**src/rtl/bsg_mem_ctrl_pkg.sv**
```systemverilog
// Shared definitions for the bsg memory-port controllers.
// The request struct is a macro so each controller can size it from its own parameters.
`ifndef BSG_MEM_CTRL_REQ_S
`define BSG_MEM_CTRL_REQ_S
`define BSG_MEM_CTRL_REQ_T(addr_w, data_w, mask_w) \
    struct packed {                                \
        logic                  w;                  \
        logic [(addr_w)-1:0]   addr;               \
        logic [(data_w)-1:0]   data;               \
        logic [(mask_w)-1:0]   mask;               \
    }
`endif

package bsg_mem_ctrl_pkg;

    localparam int bsg_byte_width_gp = 8;

endpackage

```
**src/rtl/bsg_mem_1rw_byte_mask_ctrl_chk.sv**
```systemverilog
// Protocol checks for the byte-mask memory controller; simulation only.
module bsg_mem_1rw_byte_mask_ctrl_chk (
    input logic clk_i,
    input logic reset_n_i,
    input logic yumi_i,
    input logic v_o,
    input logic push_i,
    input logic full_i
);

    a_yumi_needs_valid: assert property (@(posedge clk_i) disable iff (!reset_n_i) yumi_i |-> v_o);
    a_no_push_on_full:  assert property (@(posedge clk_i) disable iff (!reset_n_i) push_i |-> !full_i);

endmodule

```
**src/rtl/bsg_mem_1rw_byte_mask_ctrl_rbuf.sv**
```systemverilog
// Register FIFO that holds read responses until the client takes them.
// Occupancy is exported so the parent can compute request credits.
module bsg_mem_1rw_byte_mask_ctrl_rbuf #(
    parameter  int els_p   = 3,
    parameter  int width_p = 32,
    localparam int ptr_w_lp = (els_p > 1) ? $clog2(els_p) : 1,
    localparam int cnt_w_lp = $clog2(els_p + 1)
) (
    input  logic                clk_i,
    input  logic                reset_n_i,
    input  logic                push_i,
    input  logic [width_p-1:0]  data_i,
    input  logic                pop_i,
    output logic                v_o,
    output logic [width_p-1:0]  data_o,
    output logic                full_o,
    output logic [cnt_w_lp-1:0] count_o
);

    logic [width_p-1:0]  r_mem [els_p];
    logic [ptr_w_lp-1:0] r_wptr;
    logic [ptr_w_lp-1:0] r_rptr;
    logic [cnt_w_lp-1:0] r_count;
    logic                w_empty;
    logic                w_push;
    logic                w_pop;

    function automatic logic [ptr_w_lp-1:0] f_next_ptr(input logic [ptr_w_lp-1:0] p);
        if (p == ptr_w_lp'(els_p - 1)) begin
            return '0;
        end else begin
            return p + ptr_w_lp'(1);
        end
    endfunction

    assign w_empty = (r_count == cnt_w_lp'(0));
    assign full_o  = (r_count == cnt_w_lp'(els_p));
    assign w_push  = push_i & ~full_o;
    assign w_pop   = pop_i & ~w_empty;
    assign v_o     = ~w_empty;
    assign count_o = r_count;

    // An empty buffer presents zero rather than a stale entry.
    always_comb begin
        data_o = '0;
        if (!w_empty) begin
            data_o = r_mem[r_rptr];
        end else begin
            data_o = '0;
        end
    end

    // Storage, pointers and occupancy.
    always_ff @(posedge clk_i or negedge reset_n_i) begin
        if (!reset_n_i) begin
            for (int i = 0; i < els_p; i++) begin
                r_mem[i] <= '0;
            end
            r_wptr  <= '0;
            r_rptr  <= '0;
            r_count <= '0;
        end else begin
            if (w_push) begin
                r_mem[r_wptr] <= data_i;
                r_wptr        <= f_next_ptr(r_wptr);
            end
            if (w_pop) begin
                r_rptr <= f_next_ptr(r_rptr);
            end
            case ({w_push, w_pop})
                2'b10:   r_count <= r_count + cnt_w_lp'(1);
                2'b01:   r_count <= r_count - cnt_w_lp'(1);
                default: r_count <= r_count;
            endcase
        end
    end

endmodule

```
**src/rtl/bsg_mem_1rw_byte_mask_ctrl.sv**
```systemverilog
// Initiator-side controller for a 1RW byte-masked synchronous SRAM with a
// credit-protected read response buffer.
module bsg_mem_1rw_byte_mask_ctrl
    import bsg_mem_ctrl_pkg::*;
#(
    parameter  int els_p         = 16,
    parameter  int data_width_p  = 32,
    parameter  int resp_els_p    = 3,
    localparam int addr_width_lp = (els_p > 1) ? $clog2(els_p) : 1,
    localparam int mask_width_lp = data_width_p / bsg_byte_width_gp
) (
    input  logic                     clk_i,
    input  logic                     reset_n_i,

    input  logic                     v_i,
    output logic                     ready_and_o,
    input  logic                     w_i,
    input  logic [addr_width_lp-1:0] addr_i,
    input  logic [data_width_p-1:0]  data_i,
    input  logic [mask_width_lp-1:0] write_mask_i,

    output logic                     v_o,
    output logic [data_width_p-1:0]  data_o,
    input  logic                     yumi_i,

    output logic                     mem_v_o,
    output logic                     mem_w_o,
    output logic [addr_width_lp-1:0] mem_addr_o,
    output logic [data_width_p-1:0]  mem_data_o,
    output logic [mask_width_lp-1:0] mem_write_mask_o,
    input  logic [data_width_p-1:0]  mem_data_i
);

    localparam int cnt_w_lp = $clog2(resp_els_p + 1);
    localparam int tot_w_lp = $clog2(resp_els_p + 2);

    typedef `BSG_MEM_CTRL_REQ_T(addr_width_lp, data_width_p, mask_width_lp) req_s;

    req_s                w_req;
    logic                r_rd_pending;
    logic                w_accept;
    logic                w_rd_accept;
    logic                w_full;
    logic [cnt_w_lp-1:0] w_occ;
    logic [tot_w_lp-1:0] w_total;

    assign w_req = '{w: w_i, addr: addr_i, data: data_i, mask: write_mask_i};

    // Credits cover buffered responses plus the one read still at the memory,
    // so ready depends on registered state only.
    assign w_total     = tot_w_lp'(w_occ) + tot_w_lp'(r_rd_pending);
    assign ready_and_o = (w_total < tot_w_lp'(resp_els_p));
    assign w_accept    = v_i & ready_and_o;
    assign w_rd_accept = w_accept & ~w_req.w;

    // Memory port: pass-through, with all-zero-mask writes suppressed.
    always_comb begin
        mem_v_o          = 1'b0;
        mem_w_o          = w_req.w;
        mem_addr_o       = w_req.addr;
        mem_data_o       = w_req.data;
        mem_write_mask_o = w_req.mask;
        if (w_accept) begin
            mem_v_o = ~w_req.w | (|w_req.mask);
        end else begin
            mem_v_o = 1'b0;
        end
    end

    // Read in flight: its data appears on mem_data_i during the next cycle.
    always_ff @(posedge clk_i or negedge reset_n_i) begin
        if (!reset_n_i) begin
            r_rd_pending <= 1'b0;
        end else begin
            r_rd_pending <= w_rd_accept;
        end
    end

    bsg_mem_1rw_byte_mask_ctrl_rbuf #(
        .els_p   (resp_els_p),
        .width_p (data_width_p)
    ) u_rbuf (
        .clk_i     (clk_i),
        .reset_n_i (reset_n_i),
        .push_i    (r_rd_pending),
        .data_i    (mem_data_i),
        .pop_i     (yumi_i),
        .v_o       (v_o),
        .data_o    (data_o),
        .full_o    (w_full),
        .count_o   (w_occ)
    );

    bsg_mem_1rw_byte_mask_ctrl_chk u_chk (
        .clk_i     (clk_i),
        .reset_n_i (reset_n_i),
        .yumi_i    (yumi_i),
        .v_o       (v_o),
        .push_i    (r_rd_pending),
        .full_i    (w_full)
    );

endmodule

```
**config.mk**
```make
export PLATFORM = sky130hd
export DESIGN_NAME = bsg_mem_1rw_byte_mask_ctrl
export DESIGN_NICKNAME = d
export VERILOG_FILES = /design/src/rtl/bsg_mem_ctrl_pkg.sv /design/src/rtl/bsg_mem_1rw_byte_mask_ctrl_chk.sv /design/src/rtl/bsg_mem_1rw_byte_mask_ctrl_rbuf.sv /design/src/rtl/bsg_mem_1rw_byte_mask_ctrl.sv
export SDC_FILE = /design/constraint.sdc
export NUM_CORES = 1
export LEC_CHECK = 0
export ABC_CLOCK_PERIOD_IN_PS = 3950
export BUFFER_PORTS_ARGS = -buffer_cell sky130_fd_sc_hd__buf_4
export CAP_MARGIN = 20
export CORE_MARGIN = 3
export CORE_UTILIZATION = 50
export CTS_CLUSTER_SIZE = 8
export DETAILED_ROUTE_END_ITERATION = 16
export PLACE_DENSITY = 0.9
export SLEW_MARGIN = 10
export SYNTH_ARGS = -nofsm -noshare
export SYNTH_HDL_FRONTEND = slang
export SYNTH_SLANG_ARGS = --single-unit
```
**constraint.sdc**
```tcl
create_clock -name clk_i -period 3.95 [get_ports clk_i]
set_input_delay 0.1975 -clock clk_i [delete_from_list [all_inputs] [get_ports clk_i]]
set_output_delay 0.1975 -clock clk_i [all_outputs]
set_load 0.01 [all_outputs]
```
; Word-level counts from Yosys, hierarchy flattened
; Cells that the tools add are included.
[totals]
reg_bits = 103
inputBits = 77
wordCells = 46
[op_classes]
add_sub_neg = 5
magnitude_cmp = 4
n_eq_ne = 5
muxes = 11
bitwise = 10
reduce_logical = 4
[ops]
columns = operator, n
row1 = two-way mux 32 bit, 4
row2 = bitwise mux 96 bit, 1
row3 = binary-select mux 32 bit (select 2 bit), 1
row4 = demux 32 bit (select 2 bit), 1
row5 = equality test 2 bit (second input constant), 4
row6 = adder 2 x 1 -> 2 bit (second input constant), 3
row7 = greater-or-equal comparator 3 bit (second input constant), 2
row8 = inverter 2 -> 3 bit, 2
row9 = AND 1 bit, 4
row10 = two-way mux 2 bit, 2
row11 = case mux 2 bit (2 select lines), 1
row12 = OR reduction 4 bit, 1
row13 = adder 2 x 1 -> 3 bit, 1
row14 = < comparator 3 x 1 -> 1 bit (second input constant), 1
row15 = < comparator 3 x 2 -> 1 bit (second input constant), 1
row16 = inverter 1 bit, 3
row17 = equality test 2 x 1 -> 1 bit (second input constant), 1
row18 = logical NOT 2 bit, 1
row19 = nonzero test 2 bit, 1
row20 = subtractor 2 x 1 -> 2 bit (second input constant), 1
row21 = logical AND 1 bit, 1
row22 = two-way mux 1 bit, 1
row23 = OR 1 bit, 1

; Depth between registers and ports, before layout
; Gate-level depths: netlist (run 1).
[logic_depth]
depth_word = 6
ltp_mapped = 6
depth_no_buf = 6

; Cells and area by module
; From an unflattened synthesis (run 1), not the netlist that was laid out.
[hier_totals]
cells_unflattened = 420
area_unflattened_um2 = 5121.2
[modules_own_cells]
columns = module, n_inst, cells_each, area_per_inst_um2, seq_area_each_um2
row1 = bsg_mem_1rw_byte_mask_ctrl_rbuf, 1, 370, 4718.3, 2552.4
row2 = bsg_mem_1rw_byte_mask_ctrl, 1, 50, 402.9, 25.0

; Least setup slack after synthesis (run 1)
; OpenSTA, ideal clock, no wires.
[synth_path]
kind = register -> register
from = register u_rbuf.r_count[0], in the netlist u_rbuf.count_o[0]
to = register u_rbuf.r_mem[66] (netlist name)
setup_ns = 0.125
t_arrival_ns = 1.563
required_ns = 3.825
setup_slack_ns = 2.262
stages_incl_launch_ff = 7
path_buffers = 2
synth_period_minus_slack_ns = 1.688
path_cell_list = dfrtp_1 -> a21boi_2 -> inv_2 -> or3_1 -> buf_2 -> buf_6 -> mux2_4
[synth_via]
elab_chain_cells = 3
[synth_lines]
columns = element, line
row1 = start: declaration, bsg_mem_1rw_byte_mask_ctrl_rbuf.sv:23  ; logic [cnt_w_lp-1:0] r_count;
row2 = start signal: assignment, bsg_mem_1rw_byte_mask_ctrl_rbuf.sv:71  ; 2'b10: r_count <= r_count + cnt_w_lp'(1);
row3 = start signal: assignment, bsg_mem_1rw_byte_mask_ctrl_rbuf.sv:72  ; 2'b01: r_count <= r_count - cnt_w_lp'(1);
row4 = start signal: assignment, bsg_mem_1rw_byte_mask_ctrl_rbuf.sv:73  ; default: r_count <= r_count;
row5 = equality test 2 bit, bsg_mem_1rw_byte_mask_ctrl_rbuf.sv:37  ; assign full_o = (r_count == cnt_w_lp'(els_p));
row6 = inverter 1 bit, bsg_mem_1rw_byte_mask_ctrl_rbuf.sv:38  ; assign w_push = push_i & ~full_o;
row7 = AND 1 bit, bsg_mem_1rw_byte_mask_ctrl_rbuf.sv:38
row8 = end signal: indexed assignment, bsg_mem_1rw_byte_mask_ctrl_rbuf.sv:64  ; r_mem[r_wptr] <= data_i;
row9 = end: declaration, bsg_mem_1rw_byte_mask_ctrl_rbuf.sv:20  ; logic [width_p-1:0] r_mem [els_p];
; No other way between the ends.
; A chain may end at the register's enable or synchronous reset.

; Final worst setup path (run 1)
[layout_path]
from = register u_rbuf.r_rptr[1]
to = output data_o[25]
[layout_via]
elab_chain_cells = 5
[layout_lines]
columns = element, line
row1 = start: declaration, bsg_mem_1rw_byte_mask_ctrl_rbuf.sv:22  ; logic [ptr_w_lp-1:0] r_rptr;
row2 = start signal: assignment, bsg_mem_1rw_byte_mask_ctrl_rbuf.sv:68  ; r_rptr <= f_next_ptr(r_rptr);
row3 = inverter 2 -> 3 bit (not written as such), bsg_mem_1rw_byte_mask_ctrl_rbuf.sv:47  ; data_o = r_mem[r_rptr];
row4 = binary-select mux 32 bit (select 2 bit), bsg_mem_1rw_byte_mask_ctrl_rbuf.sv:47
row5 = two-way mux 32 bit (not written as such) (2 in series), bsg_mem_1rw_byte_mask_ctrl_rbuf.sv:47
row6 = two-way mux 32 bit, bsg_mem_1rw_byte_mask_ctrl_rbuf.sv:46  ; if (!w_empty) begin
row7 = end: declaration, bsg_mem_1rw_byte_mask_ctrl.sv:23  ; output logic [data_width_p-1:0] data_o,
; No other way between the ends. The select of a mux whose other input is x is not followed.

==> results.cfg, run 1 <==
[placement]
place.detailed.hpwl_microns = 6700
routabilityCongestion = 0.747
dpl_worst_slack_ns = 1.53
io_buffers = 80

[routing]
vias = 3136
detail_route.first_pass.iterations = 4
drc_errors = 0
ant_nets = 0
avgViaCountPerCell = 5.31
routed_wire_length_microns = 10200
drt_iter0_drc = 137
routedWlPerCell_microns = 17.3

[clock_tree]
cts_tree = yes
clkTransAtPathRegs_ns = 0.09
cts-root-buf = sky130_fd_sc_hd__clkbuf_8
max-clock-path-buffers = 2
post_cts_buffers = 0
clkSinkCount = 103
cts_inserted_buffers = 9
clock_insertion_delay_worst_skew_ns = 0.36
h-tree-depth = 3
ctsResizeCount = 0

[global_route]
antenna_violations_before_repair = 0
grt_start_max_net_pins = 73
grt_pass1_vias = 3345
grt_usage_pct = 18.3
grt_residual_overflow = 0
wire_length_of_the_first_global_routing_pass_microns = 16800

[sta]
fin_hold_viols = 0
max_slew.worst_pin.slew_ns = 1.12
clock_skew_ns = 0.00833
grt_setup_unrepaired = no
setup_total_negative_slack_ns = 0
max-slew-margin-rel_pct = 25.2
setup_viol_count_final = 0
setup_ws_ns = 1.27
hold-worst-slack_ns = 0.0796
timing.final.crit_share_pct = 68.0
maxClockFrequency_ghz = 0.372
drv_slew = 0
final.min_clock_period_ns = 2.68

[cells_and_area]
post-route-util_pct = 58.8
nets = 533
final_layout_size_suffix_gt1_share_pct = 50.9
area_growth_syn_to_layout_pct = 12.3
n_antenna_cell = 0

[critical_path]
reg2reg_setup_slack_ns = 1.64
cp.required_ns = 3.75
cp_top_family = simple AND/OR/NAND/NOR gates
crit-reg2reg-launch = u_rbuf.count_o[0]
crit_chain = nor2b_4 > nand2_1 > a21oi_1 > buf_4
cp_num_buf_inv = 1
startpoint_type = flop
delay_of_the_slowest_cell_on_the_worst_path_ns = 0.84
path_max_fanout = 35
setup.worst_path.class = reg2out
critical-path-slowest-cell = sky130_fd_sc_hd__nor2b_4
timing.critical_path.from = u_rbuf.r_rptr[1]
critPathArrivalTime_ns = 2.49
timing.critical_path.to_type = primary output

[run]
max_cap_violations = 0

[power_and_ir_drop]
leakagePower_uw = 0.00272
power_density_nw_per_um2 = 864
peakVddDrop_mv = 0.566

[floorplanning]
ioPinCount = 153
core_area_sq_um = 9910
dieArea_sq_um = 11600
start_util_pct = 52.4
die_boundary_height_microns = 108
core.rowCount = 36
fp.dieW_microns = 108

[synth]
number_of_enable_flip_flop_cells_after_synthesis = 0
synthMostInstantiatedCell = sky130_fd_sc_hd__dfrtp_1
async_reset_ff_share_pct = 100
synth.lib_cells_used.distinct = 26
ys_seq_elements = 103
synth.area.top_cells = sky130_fd_sc_hd__dfrtp_1, sky130_fd_sc_hd__mux2_2, sky130_fd_sc_hd__mux2_4, sky130_fd_sc_hd__mux2i_1, sky130_fd_sc_hd__buf_4
ys_dominant_reg_cell = sky130_fd_sc_hd__dfrtp_1
synthDominantCellAreaShare_pct = 49.7
syn-instance-count = 420
syn-num-nets = 500
netlist_area_sq_um = 5190
synth_warnings = 0
ys_top_cells_by_count = sky130_fd_sc_hd__dfrtp_1, sky130_fd_sc_hd__mux2_2, sky130_fd_sc_hd__buf_4, sky130_fd_sc_hd__nand2_1, sky130_fd_sc_hd__a21oi_1
syn_avg_cell_area_sq_um = 12.4
yosysSeqAreaShare_pct = 49.7
library_cell_with_the_largest_summed_area_after_synthesis = sky130_fd_sc_hd__dfrtp_1

[hold_path]
min_from = mem_data_i[28]
min_path_type = in2reg

[outcome]
status = complete, no violations
==> cells by family after synthesis <==
| family | count (synthesis) | share of synthesized area [%] |
|---|---|---|
| and+or+nand+nor | 77 | 7.38 |
| xor gates and xnor gates | 3 | 0.506 |
| DFF | 103 | 49.7 |
| AOI/OAI and AO/OA | 37 | 3.81 |
| buffers and inverters | 68 | 8.58 |
| adders and majority gates | 3 | 0.723 |
| muxes | 129 | 29.3 |
==> flip-flops by register name (all words and copies together) (netlist names) <==
register,cells
u_rbuf.r_wptr,2
u_rbuf.count_o,2
u_rbuf.r_rptr,2
u_rbuf.r_mem,96
r_rd_pending,1
==> routing by layer <==
layer  GRT usage (%)  routed length (microns)  up-vias
li1                -                        -     1453
met1            24.5                     4600     1564
met2            30.1                     4960      105
met3            4.68                      573       14
met4            4.51                       93        0
met5               0                        0        -
==> per-stage QoR <==
stage	total power (uW)	cell area [sq um]	instances
6_report	5030	5830	591
3_3_place_gp	4200	5570	572
5_1_grt	5380	5830	591
4_1_cts	5080	5810	590
3_5_place_dp	4330	5570	572
2_1_floorplan	3520	5190	420
==> worst reg2reg max path, stage by stage (launching register included) <==
cell,delay [ns]
sky130_fd_sc_hd__dfrtp_1,0.49
sky130_fd_sc_hd__a21boi_2,0.24
sky130_fd_sc_hd__inv_2,0.08
sky130_fd_sc_hd__or3_2,0.89
sky130_fd_sc_hd__mux2_4,0.50
==> cells in the final DEF (no fill, tap or decap), types with 2 or more instances in the layout <==
cell                            synthesis  routed
sky130_fd_sc_hd__dlygate4sd3_1          0       2
sky130_fd_sc_hd__xnor2_1                2       2
sky130_fd_sc_hd__or2_2                 31      31
sky130_fd_sc_hd__inv_1                  2       2
sky130_fd_sc_hd__buf_4                 41      84
sky130_fd_sc_hd__nand3b_1               2       2
sky130_fd_sc_hd__clkbuf_8               0      11
sky130_fd_sc_hd__mux2_2                68      68
sky130_fd_sc_hd__mux2i_1               32      32
sky130_fd_sc_hd__ha_1                   3       3
sky130_fd_sc_hd__a21oi_1               33      33
sky130_fd_sc_hd__mux2_4                29      29
sky130_fd_sc_hd__nand2_1               36      36
sky130_fd_sc_hd__clkbuf_1              10       2
sky130_fd_sc_hd__nor2_1                 4       3
sky130_fd_sc_hd__dfrtp_1              103     102
sky130_fd_sc_hd__bufinv_16              0       2
==> final timing paths <==
check | endpoint | cells after the start
max | data_o[25] | 4
min | u_rbuf.r_mem[92] | 2
max reg2reg | u_rbuf.r_mem[70] | 4
min reg2reg | u_rbuf.r_mem[65] | 1
max in group asynchronous | u_rbuf.r_mem[41] | 3
min in group asynchronous | u_rbuf.r_mem[59] | 2
==> area by class of cell <==
cell class | count | area [sq um]
Fill cell | 779 | 4080
Clock inverter | 3 | 65.1
Timing Repair Buffer | 87 | 666
Clock buffer | 13 | 159
Multi-Input combinational cell | 249 | 2180
Sequential cell | 103 | 2580
Inverter | 3 | 11.3
Tap cell | 133 | 166
==> power by group <==
part           internal (uW)  switching, uW
clock network            392            341
registers               1590            376
logic                   1370            961
total                   3360           1680
==> what timing repair did <==
action	CTS	global route
hold buffers	2	0
setup endpoints to repair	0	0
endpoints found under the hold margin	67	0
Note: power is estimated with default switching activity, not from simulation.
==> inputs of run 2 (changes only) <==
--- a/config.mk
+++ b/config.mk
@@ -5,7 +5,7 @@
 export SDC_FILE = /design/constraint.sdc
 export NUM_CORES = 1
 export LEC_CHECK = 0
-export ABC_CLOCK_PERIOD_IN_PS = 3950
+export ABC_CLOCK_PERIOD_IN_PS = 2700
 export BUFFER_PORTS_ARGS = -buffer_cell sky130_fd_sc_hd__buf_4
 export CAP_MARGIN = 20
 export CORE_MARGIN = 3
==> constraint.sdc (replaced) <==
create_clock -name clk_i -period 2.7 [get_ports clk_i]
set_input_delay 0.135 -clock clk_i [delete_from_list [all_inputs] [get_ports clk_i]]
set_output_delay 0.135 -clock clk_i [all_outputs]
set_load 0.01 [all_outputs]
==> results.cfg, run 2 (synthesis results as in run 1) <==
[outcome]
status = complete, no violations

[sta]
max-slew-margin-rel_pct = 28.4
max_slew.worst_pin.slew_ns = 1.07
setup_ws_ns = 0.341
grt_setup_unrepaired = no
final.min_clock_period_ns = 2.36
drv_slew = 0
clock_skew_ns = 0.0104
setup_total_negative_slack_ns = 0
setup_viol_count_final = 0
maxClockFrequency_ghz = 0.424
timing.final.crit_share_pct = 87.4
hold-worst-slack_ns = 0.0146
fin_hold_viols = 0

[floorplanning]
fp.dieW_microns = 108
core.rowCount = 36
dieArea_sq_um = 11600
die_boundary_height_microns = 108
ioPinCount = 153
core_area_sq_um = 9910
start_util_pct = 52.4

[cells_and_area]
final_layout_size_suffix_gt1_share_pct = 50.5
n_antenna_cell = 0
layout.cells.most_common_list = sky130_fd_sc_hd__dfrtp_1, sky130_fd_sc_hd__buf_4, sky130_fd_sc_hd__mux2_2
layout.cells.most_common = sky130_fd_sc_hd__dfrtp_1
register_with_the_most_flip_flops = u_rbuf.r_mem
largest_register_ff_count = 96
finalNonFillerCells = 602
area_growth_syn_to_layout_pct = 15.4
nets = 544

[global_route]
wire_length_of_the_first_global_routing_pass_microns = 17100
grt_start_max_net_pins = 56
grt_pass1_vias = 3460
grt_residual_overflow = 0
antenna_violations_before_repair = 0
grt_usage_pct = 18.6

[clock_tree]
ctsResizeCount = 0
cts_stage_hold_buffer_count = 10
clkSinkCount = 103
h-tree-depth = 3
cts_inserted_buffers = 9
clkTransAtPathRegs_ns = 0.10
cts_tree = yes
post_cts_buffers = 0
cts-root-buf = sky130_fd_sc_hd__clkbuf_8
max-clock-path-buffers = 2
clock_insertion_delay_worst_skew_ns = 0.37

[hold_path]
hold-path-endpoint = u_rbuf.r_mem[71]
min_path_type = in2reg
whs_path_depth = 2
min_from = mem_data_i[7]

[critical_path]
crit-reg2reg-launch = u_rbuf.count_o[0]
path_max_fanout = 19
startpoint_type = flop
timing.critical_path.to_type = primary output
cp.required_ns = 2.57
r2r_end = u_rbuf.r_mem[77]
rr_worst_depth = 4
critPathArrivalTime_ns = 2.22
setup.worst_path.class = reg2out
reg2reg_setup_slack_ns = 0.42

[placement]
routabilityCongestion = 0.727
place.detailed.hpwl_microns = 6840
dpl.cell_count = 575
io_buffers = 80
dpl_worst_slack_ns = 0.445

[run]
max_cap_violations = 0

[routing]
routedWlPerCell_microns = 16.9
routed_wire_length_microns = 10200
ant_nets = 0
vias = 3232
detail_route.first_pass.iterations = 5
drc_errors = 0
drt_iter0_drc = 182
avgViaCountPerCell = 5.37

[power_and_ir_drop]
leakagePower_uw = 0.00279
peakVddDrop_mv = 0.653
power_density_nw_per_um2 = 1250
==> run 2: cell types whose count changed in the layout (fill, tap and decap cells not counted), sizes merged <==
cell         change
dlygate4sd3      +9
clkbuf           -4
bufinv           +1
clkinv           -1
buf              +2
inv              +3
clkinvlp         +1
==> run 2: cell type report <==
cell class | instances | area [sq um]
sequential | 103 | 2580
inverter | 3 | 11.3
fill | 781 | 3920
tap | 133 | 166
clock buffer | 9 | 124
timing repair buffer | 98 | 801
multi-input combinational | 249 | 2180
clock inverter | 7 | 126
==> run 2: critical path, stage by stage, from the launching register on <==
cell and delay (ns):
sky130_fd_sc_hd__dfrtp_2 0.71, sky130_fd_sc_hd__buf_4 0.42, sky130_fd_sc_hd__mux2i_1 0.12, sky130_fd_sc_hd__or2_2 0.29
sky130_fd_sc_hd__a21oi_1 0.16, sky130_fd_sc_hd__buf_4 0.16
==> run 2: worst max path at each step <==
stage | to | slack [ns] | startpoint | depth (start not counted)
after global placement | u_rbuf.r_mem[87] | 0.52 | u_rbuf.count_o[0] | 4
after floorplan | u_rbuf.r_mem[66] | 1.01 | u_rbuf.count_o[0] | 6
after detailed placement | u_rbuf.r_mem[85] | 0.45 | u_rbuf.count_o[0] | 4
final | data_o[22] | 0.34 | u_rbuf.r_rptr[1] | 5
after CTS | data_o[27] | 0.32 | u_rbuf.r_rptr[1] | 5
after global routing | data_o[14] | 0.21 | u_rbuf.r_rptr[1] | 5
==> run 2: metal layers <==
metal	global-route usage (%)	share of wire [%]	vias up
li1	-	-	1479
met1	24.8	45	1642
met2	30.1	48	90
met3	4.26	5.2	21
met4	5.77	1.4	0
met5	0	0	-
==> run 2: power breakdown <==
group	leakage (uW)	switching (uW)	internal (uW)	total (uW)
clock network	0.000122	551	629	1180
logic	0.00146	1470	2030	3500
registers	0.00120	495	2330	2820
total	0.00279	2510	4990	7510
==> run 2: per-stage QoR <==
stage,total power (uW),util (%),area (sq um)
global placement,6180,56.8,5630
detailed placement,6350,56.8,5630
global route,8020,60.4,5990
CTS,7560,60.3,5980
floorplan,5150,-,5190
finish,7510,60.4,5990
